`config.mk`:
```
export PLATFORM = sky130hd
export DESIGN_NAME = fibonacci_core
export DESIGN_NICKNAME = d
export VERILOG_FILES = /design/src/rtl/fibonacci_core.sv
export SDC_FILE = /design/constraint.sdc
export NUM_CORES = 1
export LEC_CHECK = 0
export ABC_AREA = 1
export BUFFER_PORTS_ARGS = -buffer_cell sky130_fd_sc_hd__buf_2
export CORE_MARGIN = 2
export CORE_UTILIZATION = 29
export DETAILED_ROUTE_END_ITERATION = 6
export GPL_ROUTABILITY_DRIVEN = 0
export GPL_TIMING_DRIVEN = 0
export PLACE_DENSITY_LB_ADDON = 0.08
export SLEW_MARGIN = 20
export SYNTH_ARGS = -nofsm -noshare
export SYNTH_HDL_FRONTEND = slang
export SYNTH_SLANG_ARGS = --single-unit
```
`constraint.sdc`:
```
create_clock -name wb_clk_i -period 6 [get_ports wb_clk_i]
set_input_delay 0.9 -clock wb_clk_i [delete_from_list [all_inputs] [get_ports wb_clk_i]]
set_output_delay 0.9 -clock wb_clk_i [all_outputs]
set_load 0.05 [all_outputs]
```
`src/rtl/fibonacci_core.sv`:
```
// Fibonacci term generator driving user IO pads [IO_PADS-1:8].
// Optional macro FIB_WRAP_IRQ_EN enables the registered wrap_irq pulse.
module fibonacci_core #(
   parameter int CLOCK_WIDTH = 6,
   parameter int IO_PADS     = 38,
   parameter int VAL_WIDTH   = 30
) (
   input  logic                   wb_clk_i,
   input  logic                   reset,
   input  logic                   enable,
   input  logic [CLOCK_WIDTH-1:0] clock_op,
   output logic [IO_PADS-1:0]     io_out,
   output logic [IO_PADS-1:0]     io_oeb,
   output logic                   step_o,
   output logic                   wrap_irq
);

   if (VAL_WIDTH != IO_PADS - 8) begin : g_width_check
      $error("fibonacci_core: VAL_WIDTH must equal IO_PADS-8");
   end

   typedef enum logic [1:0] {SEED, IDLE, RUN} state_t;

   state_t                 state, state_n;
   logic [VAL_WIDTH-1:0]   a, b;
   logic [VAL_WIDTH:0]     sum;
   logic [CLOCK_WIDTH-1:0] div_cnt, div_cnt_n;
   logic                   wrap_pending;
   logic                   do_step;

   assign sum    = {1'b0, a} + {1'b0, b};
   assign io_out = {a, 8'h00};
   assign io_oeb = {{VAL_WIDTH{1'b0}}, 8'hFF};

   always_ff @(posedge wb_clk_i) begin
      if (reset) begin
         state   <= SEED;
         div_cnt <= '0;
      end else begin
         state   <= state_n;
         div_cnt <= div_cnt_n;
      end
   end

   // Dropping enable takes priority over a tick due in the same cycle.
   always_comb begin
      state_n   = state;
      div_cnt_n = div_cnt;
      do_step   = 1'b0;
      case (state)
         SEED: begin
            div_cnt_n = '0;
            state_n   = enable ? RUN : IDLE;
         end
         IDLE: begin
            div_cnt_n = '0;
            if (enable) state_n = RUN;
         end
         RUN: begin
            if (!enable) begin
               state_n   = IDLE;
               div_cnt_n = '0;
            end else if (clock_op == '0) begin
               div_cnt_n = '0;
            end else if (div_cnt >= clock_op - CLOCK_WIDTH'(1)) begin
               div_cnt_n = '0;
               do_step   = 1'b1;
            end else begin
               div_cnt_n = div_cnt + CLOCK_WIDTH'(1);
            end
         end
         default: state_n = SEED;
      endcase
   end

   // Overflow shows b once more, then the following step reloads 0/1.
   always_ff @(posedge wb_clk_i) begin
      if (reset) begin
         a            <= '0;
         b            <= VAL_WIDTH'(1);
         wrap_pending <= 1'b0;
         step_o       <= 1'b0;
      end else begin
         step_o <= do_step;
         if (do_step) begin
            if (wrap_pending) begin
               a            <= '0;
               b            <= VAL_WIDTH'(1);
               wrap_pending <= 1'b0;
            end else if (sum[VAL_WIDTH]) begin
               a            <= b;
               wrap_pending <= 1'b1;
            end else begin
               a <= b;
               b <= sum[VAL_WIDTH-1:0];
            end
         end
      end
   end

`ifdef FIB_WRAP_IRQ_EN
   always_ff @(posedge wb_clk_i) begin
      if (reset) wrap_irq <= 1'b0;
      else       wrap_irq <= do_step & wrap_pending;
   end
`else
   assign wrap_irq = 1'b0;
`endif

endmodule

```
==> flow_metrics.py <==
metrics = {
    "global_routing": {
        "met1_usage_pct": 22.6,
        "grtUsageMet3_pct": 1.92,
        "grt_pass1_wl_um": 26400,
        "grtUsageMet2_pct": 27.9,
        "antenna_found_initial": 0,
        "grt_max_degree": 12,
        "grt_use_total_pct": 16.8,
        "gr-total-overflow": 0,
        "grt_pass1_vias": 5025,
        "grt_busiest_layer": "met2",
    },
    "sta": {
        "finalHoldViolCount": 0,
        "rsz0062_at_grt": "false",
        "fmax_mhz": 328,
        "fin_crit_ps": 3050,
        "period_share_pct": 50.8,
        "setup_viol": 0,
        "worst_pin_slew_ps": 734,
        "timing.final.ws_setup_ps": 2950,
        "skew_ps": 5.40,
        "slew_viol_final": 0,
        "relSlewSlack_pct": 51.1,
        "tns_ps": 0,
    },
    "setup_path": {
        "crit_chain": "buf_2 > inv_1 > nand2_1 > nor3_1 > xor2_1 > inv_1 > ha_1 > nand2_1 > nor2_1 > nor2_1 > nand3_1 > nand2_1 > clkbuf_1 > nand3_1 > nand2_1",
        "crit_top_cell": "nand2_1",
        "slowest_delay_ps": 600,
        "cp_top_family": "simple AND/OR/NAND/NOR gates",
        "crit-reg2reg-launch": "b[0]",
        "cp-end-kind": "register",
        "cp-startpoint": "clock_op[0]",
        "cp_data_required_time_ps": 6290,
        "cp_num_buf_inv": 4,
        "startpoint_type": "input pin",
        "cp.arrival_ps": 3340,
        "slowest_stage": "clkbuf_1",
        "crit_fanout": 10,
        "crit_type": "in2reg",
    },
    "clock_network": {
        "cts_setup_buffers": 0,
        "cts_resized": 0,
        "cts_tree": "yes",
        "clock-sinks": 70,
        "hold_buffers": 0,
        "clk_latency_ps": 350,
        "cts_buffers": 9,
        "path_clk_slew_ps": 60,
        "cts-root-buf": "clkbuf_16",
        "htreeDepth": 3,
        "cts_buffer_depth": 2,
    },
    "floorplan": {
        "die_y_um": 142,
        "top_level_ports": 87,
        "fp.dieArea_um2": 20300,
        "start_util_pct": 29.6,
        "coreArea_um2": 18800,
        "rows": 50,
        "die_w_um": 142,
    },
    "min_path": {
        "min_from": "b[20]",
        "hp-class": "reg2reg",
    },
    "logic_synthesis": {
        "syn-instance-count": 885,
        "yosysTopAreaCellShare_pct": 25.3,
        "avgSynthCellArea_um2": 6.27,
        "ys_warn_count": 0,
        "synth.area.top_cells": "dfxtp_1 (25%), nand2_1 (18%), nand3_1 (11%)",
        "synth_area_leader_cell": "dfxtp_1",
        "synth_edf_count": 0,
        "syn_area_um2": 5550,
        "synth_seq_cells": 70,
        "synth-seq-area-share_pct": 25.3,
        "async_flop_share_pct": 0,
        "synth_cell_types": 35,
        "ys.flop_type": "dfxtp_1",
    },
    "placement": {
        "port_buffers": 39,
        "place_ws_ps": 2590,
        "dp_hpwl_um": 13100,
        "dpl_cell_area_um2": 6200,
    },
    "routing": {
        "drt_wl_total_um": 16200,
        "final_antenna_net_count": 0,
        "vias": 5253,
        "wl_per_cell_um": 13.3,
        "route.detailed.drc": 0,
        "vias_per_cell": 4.31,
        "drtIter0Drc": 246,
        "drt-pass1-iter-count": 5,
    },
    "power": {
        "swShare_pct": 25.1,
        "p_total_w": 0.00119,
        "p_int_w": 0.000894,
        "p_sw_w": 0.000299,
        "ir_worst_vdd_v": 0.000125,
        "pwr-share-seq_pct": 39.2,
        "leakage_nw": 3.63,
        "clkPwrFrac_pct": 50.9,
        "power.density_nw_per_um2": 182,
        "combPwrFrac_pct": 9.9,
    },
    "finish": {
        "area_growth_pct": 17.9,
        "antenna_cells": 0,
        "fin_area_um2": 6540,
        "layout-drive-gt1-share_pct": 15.2,
        "final_cell_mix": "nand2_1 (270), nand3_1 (123), inv_1 (113), dfxtp_1 (70), nor2_1 (69)",
        "nets": 1029,
        "final_common_cell": "nand2_1",
    },
    "flow_run": {
        "cap_violations": 0,
    },
    "status": {
        "status": "finished clean",
    },
}
[cells by family after synthesis]
logic type               Yosys count  synth area share (%)
flip-flops                        70                  25.3
AND/OR/NAND/NOR                  500                  39.0
adder cells (fa/ha/maj)           40                  9.16
buffers and inverters            190                  16.8
other                              2                 0.135
AO/OA/AOI/OAI                     77                  8.68
XOR/XNOR                           6                 0.947
[cell type report]
cell class	instances	area [um^2]
Buffer	71	487
Clock buffer	13	270
Clock inverter	3	65.1
Fill cell	2139	12200
Inverter	119	447
Multi-Input combinational cell	670	3380
Sequential cell	70	1400
Tap cell	234	293
Timing Repair Buffer	39	195
[final timing paths]
check,depth (start not counted),endpoint,slack [ps]
worst max-delay path,15,a[16],2950
worst min-delay path,2,a[20],490
worst max register to register,15,b[28],3750
worst min register to register,2,a[20],490
[cells in the mapped netlist, types with 7 or more instances]
master / n
o21ai_0: 12
ha_1: 39
nor2_1: 69
a21oi_1: 29
o21ai_1: 7
o21ai_2: 18
clkbuf_1: 14
nand2_1: 270
nand4_1: 9
buf_4: 47
inv_1: 113
dfxtp_1: 70
nand3_1: 123
[metrics by stage]
step / utilization [%] / instances / hold slack, ps
2_1_floorplan: - / 930 / 461
3_3_place_gp: 33.1 / 1203 / 479
3_5_place_dp: 33.1 / 1203 / 482
4_1_cts: 34.8 / 1219 / 492
5_1_grt: 34.8 / 1219 / 507
6_report: 34.8 / 1219 / 489
[flip-flops by register name, indices dropped and copies added, names as in the netlist]
signal and count:
a 30, step_o 1, div_cnt 6, wrap_pending 1, b 30, state 2
[metal layers]
layer,vias to the layer above,wire (um)
li1,2908,-
met1,2248,8150
met2,84,7350
met3,13,437
met4,0,250
met5,-,0
[power by group through the flow]
stage	combinational (W)	clock (W)	sequential, W
6_report	0.000119	0.000607	0.000467
5_1_grt	0.000126	0.000644	0.000467
4_1_cts	0.000119	0.000625	0.000467
3_5_place_dp	0.000118	0	0.000477
3_3_place_gp	0.000118	0	0.000477
2_1_floorplan	0.000106	0	0.000477
[tightest hold or removal path: stages, from the launching register on]
cell,delay [ps]
dfxtp_1,320
nand3_1,80
nand2_1,40
(Power assumes the default switching activity.)
